$ cat config.mk
export PLATFORM = sky130hd
export DESIGN_NAME = playlist_mcu
export DESIGN_NICKNAME = d
export VERILOG_FILES = /design/src/rtl/playlist_mcu.sv
export SDC_FILE = /design/constraint.sdc
export NUM_CORES = 1
export LEC_CHECK = 0
export ABC_AREA = 0
export CAP_MARGIN = 25
export CORE_AREA = 4 4 41 43
export DETAILED_ROUTE_END_ITERATION = 10
export DIE_AREA = 0 0 45 47
export PLACE_DENSITY_LB_ADDON = 0.2
export SYNTH_ARGS = -nofsm -noshare
export SYNTH_HDL_FRONTEND = slang
export SYNTH_SLANG_ARGS = --single-unit
export TNS_END_PERCENT = 5
$ cat constraint.sdc
create_clock -name clk -period 3.6 [get_ports clk]
set_clock_uncertainty 0.2 [all_clocks]
set_input_delay 1.08 -clock clk [delete_from_list [all_inputs] [get_ports clk]]
set_output_delay 1.08 -clock clk [all_outputs]
set_load 0.03 [all_outputs]
$ cat src/rtl/playlist_mcu.sv
// rtl/playlist_mcu.sv - playlist sequencer driving play/song/reset_player for song_reader
// Optional: PLAYLIST_MCU_REPEAT_EN adds repeat_mode (replay current song on song_done).
module playlist_mcu #(
  parameter int NUM_SONGS    = 4,
  parameter int RESET_CYCLES = 2
) (
  input  logic       clk,
  input  logic       reset,
  input  logic       play_button,
  input  logic       next_button,
  input  logic       prev_button,
  input  logic       song_done,
`ifdef PLAYLIST_MCU_REPEAT_EN
  input  logic       repeat_mode,
`endif
  output logic       play,
  output logic       reset_player,
  output logic [1:0] song
);

  typedef enum logic [1:0] {
    RST_HOLD = 2'd0,
    PAUSED   = 2'd1,
    PLAYING  = 2'd2
  } state_t;

  localparam logic [3:0] CNT_LAST  = 4'(RESET_CYCLES - 1);
  localparam logic [1:0] SONG_LAST = 2'(NUM_SONGS - 1);

  state_t     state;
  logic [3:0] cnt;
  logic       resume;
  logic [1:0] next_song;
  logic [1:0] prev_song;
  logic       repeat_on;

  // Explicit wrap at SONG_LAST so NUM_SONGS<4 never walks through unused indices.
  assign next_song = (song == SONG_LAST) ? 2'd0 : song + 2'd1;
  assign prev_song = (song == 2'd0) ? SONG_LAST : song - 2'd1;

`ifdef PLAYLIST_MCU_REPEAT_EN
  assign repeat_on = repeat_mode;
`else
  assign repeat_on = 1'b0;
`endif

  // play/reset_player are registered alongside state so they always match it.
  always_ff @(posedge clk) begin
    if (reset) begin
      state        <= RST_HOLD;
      cnt          <= 4'd0;
      resume       <= 1'b0;
      song         <= 2'd0;
      play         <= 1'b0;
      reset_player <= 1'b1;
    end else begin
      case (state)
        RST_HOLD: begin
          if (cnt == CNT_LAST) begin
            cnt          <= 4'd0;
            reset_player <= 1'b0;
            if (resume) begin
              state <= PLAYING;
              play  <= 1'b1;
            end else begin
              state <= PAUSED;
              play  <= 1'b0;
            end
          end else begin
            cnt <= cnt + 4'd1;
          end
        end

        PAUSED: begin
          if (next_button || prev_button) begin
            song         <= next_button ? next_song : prev_song;
            resume       <= 1'b0;
            state        <= RST_HOLD;
            reset_player <= 1'b1;
            play         <= 1'b0;
          end else if (play_button) begin
            state <= PLAYING;
            play  <= 1'b1;
          end
        end

        PLAYING: begin
          if (next_button || prev_button) begin
            song         <= next_button ? next_song : prev_song;
            resume       <= 1'b1;
            state        <= RST_HOLD;
            reset_player <= 1'b1;
            play         <= 1'b0;
          end else if (song_done) begin
            if (repeat_on) begin
              resume <= 1'b1;
            end else if (song == SONG_LAST) begin
              song   <= 2'd0;
              resume <= 1'b0;
            end else begin
              song   <= song + 2'd1;
              resume <= 1'b1;
            end
            state        <= RST_HOLD;
            reset_player <= 1'b1;
            play         <= 1'b0;
          end else if (play_button) begin
            state <= PAUSED;
            play  <= 1'b0;
          end
        end

        default: begin
          state        <= RST_HOLD;
          cnt          <= 4'd0;
          resume       <= 1'b0;
          reset_player <= 1'b1;
          play         <= 1'b0;
        end
      endcase
    end
  end

endmodule
==> reports/metrics.csv <==
stage,metric,value,unit
logic_synthesis,ys.flop_type,dfxtp_1,
floorplan,fp.dieW,45,microns
routing,avgViaCountPerCell,5.60,
power,power_frac_comb,0.516,
placement,port_buffers,9,
global_route,grt_pass1_wl,2.17,mm
placement,dp_hpwl,1.00,mm
power,p_int,0.318,mW
logic_synthesis,synth_simple_gate_area_frac,0.176,
sta,rsz0062_at_grt,no,
sta,min_period_over_period,0.738,
sta,max_slew_margin,0.698,
power,power.leakage,0.326,nW
logic_synthesis,ys_seq_area_frac,0.310,
sta,max_slew.worst_pin.slew,0.452,ns
worst_setup_path,path_buf_inv,1,
logic_synthesis,synth-compound-area-share,0.241,
worst_setup_path,crit_slowest_cell,clkdlybuf4s50_1,
worst_setup_path,worstPathCellList,clkdlybuf4s50_1,
global_route,antenna_found_initial,0,
routing,drtIter0Drc,11,
power,switching_share,0.433,
worst_setup_path,r2r_slack,1.76,ns
sta,fin_crit,2.66,ns
worst_setup_path,start_kind,flop,
worst_setup_path,crit_end,song[0],
power,power.switching,0.242,mW
clock_network,cts.sinks,11,
finish,nets,112,
finish,num-fill-cells,126,
logic_synthesis,synth_edf_count,0,
routing,vias,622,
worst_setup_path,reg2reg_from,state[0],
routing,drc_errors,0,
floorplan,die_area,0.00212,sq mm
floorplan,start_util,0.546,
clock_network,cts_resized,0,
routing,drtPass1Iterations,4,
global_route,grt_max_degree,13,
logic_synthesis,synthAdderAreaFrac,0.158,
worst_setup_path,ff2ff_path_depth,6,
worst_setup_path,r2r_end,song[0],
floorplan,row_count,13,
finish,final_cell_mix,"inv_1 (11), nor2_1 (11), dfxtp_1 (11), ha_1 (9), clkdlybuf4s50_1 (9)",
sta,finalSetupViolCount,0,
clock_network,root_buffer,clkbuf_4,
logic_synthesis,async_reset_ff_frac,0,
finish,drive_gt1_frac,0.0833,
logic_synthesis,syn_nets,101,
clock_network,cts_hold_buf,0,
placement,gp_congestion,0.822,
worst_setup_path,crit_arrival,1.38,ns
logic_synthesis,syn_inst,86,
outcome,status,finished clean,
global_route,overflow,0,
routing,postRouteAntennaNets,0,
sta,holdWs,0.265,ns
logic_synthesis,netlist-cell-type-count,30,
logic_synthesis,ys_ff_latch,11,
routing,wire_per_inst,12.1,microns
clock_network,cts_buffers,3,
power,powerDensity,678,mW/mm^2
logic_synthesis,syn_area,711,sq um
power,irDropWorstVdd,0.000386,V
finish,post-route-util,0.636,
sta,fin_ws,0.943,ns
worst_hold_path,min_path_type,flop to flop,
placement,pre_cts_ws,0.865,ns
sta,hold_viol_final,0,
worst_setup_path,crit_start,song[0],
power,p_clk_frac,0.153,
clock_network,clkSlewWorstSetupHoldPaths,0.08,ns
job,drv_cap,0,
logic_synthesis,synth.avg_cell_area,8.26,sq um
power,pwr-share-seq,0.331,
clock_network,tritoncts,built,
worst_setup_path,endpoint_kind,output pin,
floorplan,die_h,47,microns
worst_setup_path,cp.depth,1,
worst_setup_path,cp_max_fo,5,
finish,diodes,0,
finish,regArea,220,sq um
finish,multi_input_area,427,sq um
clock_network,clk_latency,0.27,ns
sta,setup-tns-final,0,ns
worst_setup_path,worstSetupPathType,flop to output pin,
worst_setup_path,cpPeakStageDelay,0.70,ns
worst_setup_path,path_delay_family,buffers and inverters,
worst_setup_path,required,2.32,ns
clock_network,htree_num_levels,1,
sta,max_freq,376,MHz
clock_network,cts_setup_buffers,0,
floorplan,io_pins,10,
routing,wl,1.34,mm
logic_synthesis,yosys_warnings,0,
finish,syn2layout_area_growth,16.4,%
logic_synthesis,synth_top_family_by_area,compound AO/OA/AOI/OAI gates,
sta,drv_slew,0,
global_route,grt_pass1_vias,518,
logic_synthesis,yosys.area_share.xor_xnor,0.0246,
logic_synthesis,muxShareOfSynthArea,0,
global_route,gr-usage-all-layers,0.147,
floorplan,core_area,0.00130,sq mm
clock_network,cts_max_path_buffers,2,
==> area by class of cell <==
type	count	share of cell area
multi-input combinational	60	0.516
tap	15	0.0227
inverter	12	0.0545
sequential	11	0.266
clock buffer	4	0.0318
timing repair buffer	9	0.109
==> cells by family (layout without fill, tap and decap cells) <==
| family | after synthesis | count (layout) |
|---|---|---|
| xor gates and xnor gates | 2 | 2 |
| and+or+nand+nor | 26 | 26 |
| DFF | 11 | 11 |
| AOI/OAI and AO/OA | 23 | 23 |
| buffers and inverters | 15 | 25 |
| adders and majority gates | 9 | 9 |
==> registers in the layout, summed over array words and instances (netlist names) <==
signal,count
cnt,4
song,2
state,2
play,1
reset_player,1
resume,1
==> synth_stat cells (2+ instances only) <==
master | count | area (sq um)
dfxtp_1 | 11 | 220
inv_1 | 11 | 41.3
nor2_1 | 11 | 41.3
ha_1 | 9 | 113
a21oi_1 | 6 | 30.0
nand2_1 | 6 | 22.5
o21ai_0 | 5 | 25.0
clkbuf_1 | 2 | 7.51
nor3_1 | 2 | 10.0
o21ai_1 | 2 | 10.0
or2_1 | 2 | 12.5
==> per-stage QoR <==
stage | cell area (sq um) | std cells | power [mW]
6_report | 827 | 111 | 0.560
3_3_place_gp | 801 | 107 | 0.470
5_1_grt | 827 | 111 | 0.610
2_1_floorplan | 711 | 86 | 0.394
4_1_cts | 827 | 111 | 0.568
3_5_place_dp | 801 | 107 | 0.476
==> power by group through the flow <==
stage	registers [mW]	clock network (mW)	logic (mW)
2_1_floorplan	0.222	0	0.172
3_3_place_gp	0.188	0	0.283
3_5_place_dp	0.189	0	0.288
4_1_cts	0.186	0.0913	0.291
5_1_grt	0.192	0.0958	0.322
6_report	0.185	0.0857	0.289
==> routing by layer <==
| layer | global-route usage | vias up | share of wire |
|---|---|---|---|
| li1 | - | 315 | - |
| met1 | 0.191 | 285 | 0.49 |
| met2 | 0.220 | 18 | 0.45 |
| met3 | 0.0345 | 4 | 0.049 |
| met4 | 0.0877 | 0 | 0.019 |
| met5 | 0 | - | 0 |
==> worst min-delay path by stage <==
| stage | from | to | slack (ns) | depth (start not counted) |
|---|---|---|---|---|
| global route | play | play | 0.29 | 2 |
| global placement | play | play | 0.25 | 2 |
| floorplan | resume | resume | 0.26 | 2 |
| CTS | play | play | 0.27 | 2 |
| finish | play | play | 0.27 | 2 |
| detailed placement | play | play | 0.26 | 2 |
Note: power is estimated with default switching activity, not from simulation.
==> variant 1 (config.mk and constraints unchanged) <==
Register the inputs `play_button`, `next_button`, `prev_button` and `song_done` before use, without a reset. The logic sees them one clock later.
--- a/src/rtl/playlist_mcu.sv
+++ b/src/rtl/playlist_mcu.sv
@@ -27,4 +27,16 @@
   localparam logic [3:0] CNT_LAST  = 4'(RESET_CYCLES - 1);
   localparam logic [1:0] SONG_LAST = 2'(NUM_SONGS - 1);
+
+  logic play_button_q;
+  logic next_button_q;
+  logic prev_button_q;
+  logic song_done_q;
+
+  always_ff @(posedge clk) begin
+    play_button_q <= play_button;
+    next_button_q <= next_button;
+    prev_button_q <= prev_button;
+    song_done_q   <= song_done;
+  end
 
   state_t     state;
@@ -73,11 +85,11 @@
 
         PAUSED: begin
-          if (next_button || prev_button) begin
-            song         <= next_button ? next_song : prev_song;
+          if (next_button_q || prev_button_q) begin
+            song         <= next_button_q ? next_song : prev_song;
             resume       <= 1'b0;
             state        <= RST_HOLD;
             reset_player <= 1'b1;
             play         <= 1'b0;
-          end else if (play_button) begin
+          end else if (play_button_q) begin
             state <= PLAYING;
             play  <= 1'b1;
@@ -86,11 +98,11 @@
 
         PLAYING: begin
-          if (next_button || prev_button) begin
-            song         <= next_button ? next_song : prev_song;
+          if (next_button_q || prev_button_q) begin
+            song         <= next_button_q ? next_song : prev_song;
             resume       <= 1'b1;
             state        <= RST_HOLD;
             reset_player <= 1'b1;
             play         <= 1'b0;
-          end else if (song_done) begin
+          end else if (song_done_q) begin
             if (repeat_on) begin
               resume <= 1'b1;
@@ -105,5 +117,5 @@
             reset_player <= 1'b1;
             play         <= 1'b0;
-          end else if (play_button) begin
+          end else if (play_button_q) begin
             state <= PAUSED;
             play  <= 1'b0;
Function: changed (a bounded check fails within 4 cycles, from zero or initial values and one cycle with reset high).
==> variant 1 against the original RTL <==
- clock power up 9.0%
- design area increased by 7.3%
- sequential cell count increased by 4
- worst setup slack worse by 0.043 ns
- utilization grew 4.6 points
- die area is the same
- synthesized area increased by 9.2%
- routed wire length down 8.6%
- sequential share of layout area is 7.2 points higher
- count of clock-buffer cells in the layout stayed put
- power up 19%
- critical endpoint unchanged
==> variant 1: results (changes against the original RTL) <==
Timing
  • Tmin final: 2.700 ns (was 2.657 ns)
  • Slew @ Worst Pin: 0.6847 ns (was 0.4520 ns)

Synth
  • Syn Area/Cell: 9.346 sq um (was 8.264 sq um)
  • Cell count after synthesis: 83 (was 86)
  • Top cells by count, synth: dfxtp_1, inv_1, ha_1, a21oi_1, nor3_1 (was dfxtp_1, inv_1, nor2_1, ha_1)
  • Post-synthesis adder-cell area fraction: 14.52% (was 15.85%)
  • Synth top area cells: dfxtp_1, ha_1, inv_1 (unchanged)
  • Synth Area in XOR/XNOR: 4.516% (was 2.465%)
  • Sequential area share after synthesis: 38.71% (was 30.99%)
  • Post-synthesis compound-gate area fraction: 21.94% (was 24.12%)

Global route
  • Global Route Usage Sum: 14.15% (was 14.67%)
  • M1 GR Usage: 16.20% (was 19.08%)
  • First-pass GRT wire length: 2.194 mm (was 2.173 mm)
  • Met3 Usage GRT: 5.747% (was 3.448%)
  • Met2 Resource Use GR: 24.58% (was 22.03%)

Critical path
  • Max FO, Critical Path: 6 (was 5)
  • CP arrival: 1.42 ns (was 1.38 ns)
  • R2r setup slk: 1.48 ns (was 1.76 ns)

Cells and area
  • Fillers: 108 (was 126)
  • Seq. cell area: 300.3 sq um (was 220.2 sq um)
  • Layout non-clock buf frac: 10.16% (was 10.89%)
  • #MultiIn Comb: 54 (was 60)
  • Nets: 108 (was 112)
  • Clock buffers and inverters, area share: 2.962% (was 3.177%)
  • Footprint of the multi-input gates: 414.1 sq um (was 426.7 sq um)
  • Share of cells above drive strength 1: 5.435% (was 8.333%)

Hold path
  • Hold_sp: reset_player (was play)

Power
  • Peak VDD IR: 0.0004117 V (was 0.0003864 V)
  • Pwr/cell area: 751.8 nW/um^2 (was 677.5 nW/um^2)
  • Leak pwr: 0.3608 nW (was 0.3261 nW)

Route
  • Wire per inst: 11.45 microns (was 12.07 microns)
  • Post-DR vias/cell: 5.439 (was 5.604)

Placed design
  • HPWL Detailed: 970.7 microns (was 1.001 mm)
  • Worst slack at placement: 1.123 ns (was 0.8648 ns)
  • Routability Congestion: 0.7857 (was 0.8220)

Outcome
  • Status: complete, no violations (unchanged)
-- variant 1: cell count changes in the layout (fill, tap and decap cells not counted), sizes merged, moves of 2 or more --
cell,before,now
dfxtp,11,15
inv,12,10
nand2,6,3
nor2,11,3
nor2b,0,2
nor3,2,5
nor3b,2,0
o211ai,0,4
o21ai,7,4
o31ai,0,2
-- variant 1: report_power, final --
part / leakage, nW / switching [mW] / internal (mW)
clock: 0.0150 / 0.0504 / 0.0430
combinational: 0.222 / 0.182 / 0.152
sequential: 0.124 / 0.0344 / 0.205
-- variant 1: layer usage --
layer  share of wire, %  routed length (microns)
met5                  0                        0
met4               0.49                        6
met3                5.2                       64
met2                 47                      575
met1                 47                      578
-- variant 1: final timing paths --
| check | end | depth (start not counted) |
|---|---|---|
| setup / recovery | song[0] | 1 |
| hold / removal | reset_player | 2 |
| setup reg to reg | song[0] | 6 |
| hold reg to reg | reset_player | 2 |
==> variant 2 (config.mk and constraints unchanged) <==
Made on the original files. Add a define of `PLAYLIST_MCU_REPEAT_EN`.
--- a/src/rtl/playlist_mcu.sv
+++ b/src/rtl/playlist_mcu.sv
@@ -1,4 +1,6 @@
 // rtl/playlist_mcu.sv - playlist sequencer driving play/song/reset_player for song_reader
 // Optional: PLAYLIST_MCU_REPEAT_EN adds repeat_mode (replay current song on song_done).
+`define PLAYLIST_MCU_REPEAT_EN
+
 module playlist_mcu #(
   parameter int NUM_SONGS    = 4,
Ports: changed (added repeat_mode); port bits go from 10 to 11. No check against the original RTL was run, so the function may have changed too.
==> variant 2 against the original RTL <==
- hold slack better by 0.0083 ns
- power shrank 3.4%
- global-route usage rose by 1.7 points
- critical path depth unchanged
- worst setup slack improved by 0.034 ns
- count of clock-buffer cells in the layout unchanged
- design area up 6.1%
- sequential share of layout area down 1.5 points
- routed wire length is 13% higher
- fmax grew 1.3%
- sequential cell count stayed put
- first-iteration DRC count decreased by 27%
- sequential power shrank 3%
- synthesized area grew 3.5%
- critical endpoint is now song[1]
- largest cell class unchanged
==> variant 2: results (changes against the original RTL) <==
Outcome
  • Status: complete, no violations (unchanged)

Synth
  • Top cells by count, synth: dfxtp_1, ha_1, inv_1, a21oi_1, nor2_1 (was dfxtp_1, inv_1, nor2_1, ha_1)
  • Mapped Nets: 103 (was 101)
  • Distinct cells, synth: 30 (unchanged)
  • Syn. warnings: 0 (unchanged)
  • Async S/R FF share, synth: 0% (unchanged)
  • Synth top area cells: dfxtp_1, ha_1, inv_1 (unchanged)
  • Post-synthesis adder-cell area fraction: 17.01% (was 15.85%)
  • Synth Area in XOR/XNOR: 1.190% (was 2.465%)
  • Sequential area share after synthesis: 29.93% (was 30.99%)
  • Post-synthesis compound-gate area fraction: 27.21% (was 24.12%)

Cells and area
  • Largest regs: cnt x4, song x2, state x2 (unchanged)
  • Fillers: 113 (was 126)
  • Nets: 117 (was 112)
  • ANT cells: 0 (unchanged)
  • Share of cells above drive strength 1: 9.091% (was 8.333%)

Route
  • Initial DRC count: 8 (was 11)
  • Wire per inst: 13.32 microns (was 12.07 microns)
  • 1st-pass router iterations: 4 (unchanged)
  • Post-DR vias/cell: 5.833 (was 5.604)

Critical path
  • Max FO, Critical Path: 4 (was 5)
  • R2R depth: 5 (was 6)
  • Worst setup path start: song[1] (was song[0])
  • CP max stage delay: around 0.69 ns
  • CP arrival: 1.34 ns (was 1.38 ns)
  • R2r setup slk: 1.46 ns (was 1.76 ns)
  • Worst reg2reg path startpoint: state[0] (unchanged)
  • Reg2reg end: cnt[2] (was song[0])
  • Worst path top cell family by delay: buffers and inverters (unchanged)

Clock tree
  • Worst-path clk slew: 0.08 ns (about the same)
  • CTS root buffer: clkbuf_4 (unchanged)
  • Later-pin clock latency in the skew report: 0.27 ns (about the same)
  • H-tree levels: 1 (unchanged)
  • CTS Buf Count: 3 (unchanged)
  • Setup bufs post-CTS: 0 (unchanged)
  • Max clock buf depth: 2 (unchanged)

Hold path
  • Worst hold-check path type: register to register (unchanged)
  • Worst min-delay path endpoint: play (unchanged)
  • Worst hold stages: 2 (unchanged)
  • Hold_sp: play (unchanged)

Global route
  • Initial antenna violation count: 0 (unchanged)
  • First-pass GRT wire length: 2.511 mm (was 2.173 mm)
  • Largest net degree at the start of global routing: 16 (was 13)
  • Global Route Usage Sum: 16.36% (was 14.67%)
  • Number of global-route vias before repair: 600 (was 518)
  • Grt total ovfl: 0 (unchanged)

Timing
  • Slew @ Worst Pin: 0.5682 ns (was 0.4520 ns)
  • Worst Hold Slack: 0.2734 ns (was 0.2650 ns)
  • Final slew viol count: 0 (unchanged)

Power
  • Peak VDD IR: 0.0004335 V (was 0.0003864 V)
  • NetSw: 0.2280 mW (was 0.2424 mW)
  • Leak pwr: 0.3493 nW (was 0.3261 nW)

Placed design
  • HPWL Detailed: 1.133 mm (was 1.001 mm)
  • IO buf count: 10 (was 9)
  • Routability Congestion: 0.8303 (was 0.8220)
[variant 2: cell count changes in the layout (fill, tap and decap cells not counted), moves of 3 or more]
| cell | change |
|---|---|
| nand2_1 | -3 |
| a211o_1 | +3 |
| nor2_1 | -4 |
| o41ai_1 | +3 |
[variant 2: power by group through the flow]
stage | sequential (mW) | combinational [mW] | clock [mW]
2_1_floorplan | 0.206 | 0.173 | 0
3_3_place_gp | 0.181 | 0.271 | 0
3_5_place_dp | 0.182 | 0.275 | 0
4_1_cts | 0.180 | 0.276 | 0.0873
5_1_grt | 0.186 | 0.308 | 0.0967
6_report | 0.180 | 0.275 | 0.0866
[variant 2: cells by family (layout without fill, tap and decap cells)]
group           count (synthesis)  count (layout)
flops                          11              11
fa+ha+maj                      10              10
xor+xnor                        1               1
simple gates                   24              24
buf+inv                        11              24
compound gates                 29              29
[variant 2: final cells by class]
class | count | area share (%)
inverter | 10 | 4.280
tap | 15 | 2.140
timing repair buffer | 10 | 11.41
sequential | 11 | 25.11
clock buffer | 4 | 2.996
multi-input combinational | 64 | 54.07
[variant 2: per-stage QoR]
step | instance area [sq um] | instances | worst slack [ns]
floorplan | 735.7 | 86 | 1.288
global placement | 850.8 | 110 | 0.7566
detailed placement | 850.8 | 110 | 0.7367
CTS | 877.1 | 114 | 0.9671
global route | 877.1 | 114 | 0.9036
finish | 877.1 | 114 | 0.9774
[variant 2: how the worst max path moves through the flow]
| stage | slack (ns) | to | cells after the start |
|---|---|---|---|
| 3_3_place_gp | 0.76 | song[0] | 5 |
| 4_1_cts | 0.97 | song[1] | 1 |
| 5_1_grt | 0.90 | state[1] | 5 |
| 6_report | 0.98 | song[1] | 1 |
| 3_5_place_dp | 0.74 | song[0] | 5 |
| 2_1_floorplan | 1.29 | play | 4 |
[variant 2: metal layers]
metal | track usage, % | up-vias | part of all wire [%]
met5 | 0 | - | 0
met4 | 9.942 | 0 | 2.2
met3 | 3.448 | 4 | 3.6
met2 | 25.71 | 14 | 45
met1 | 20.55 | 306 | 50
li1 | - | 341 | -
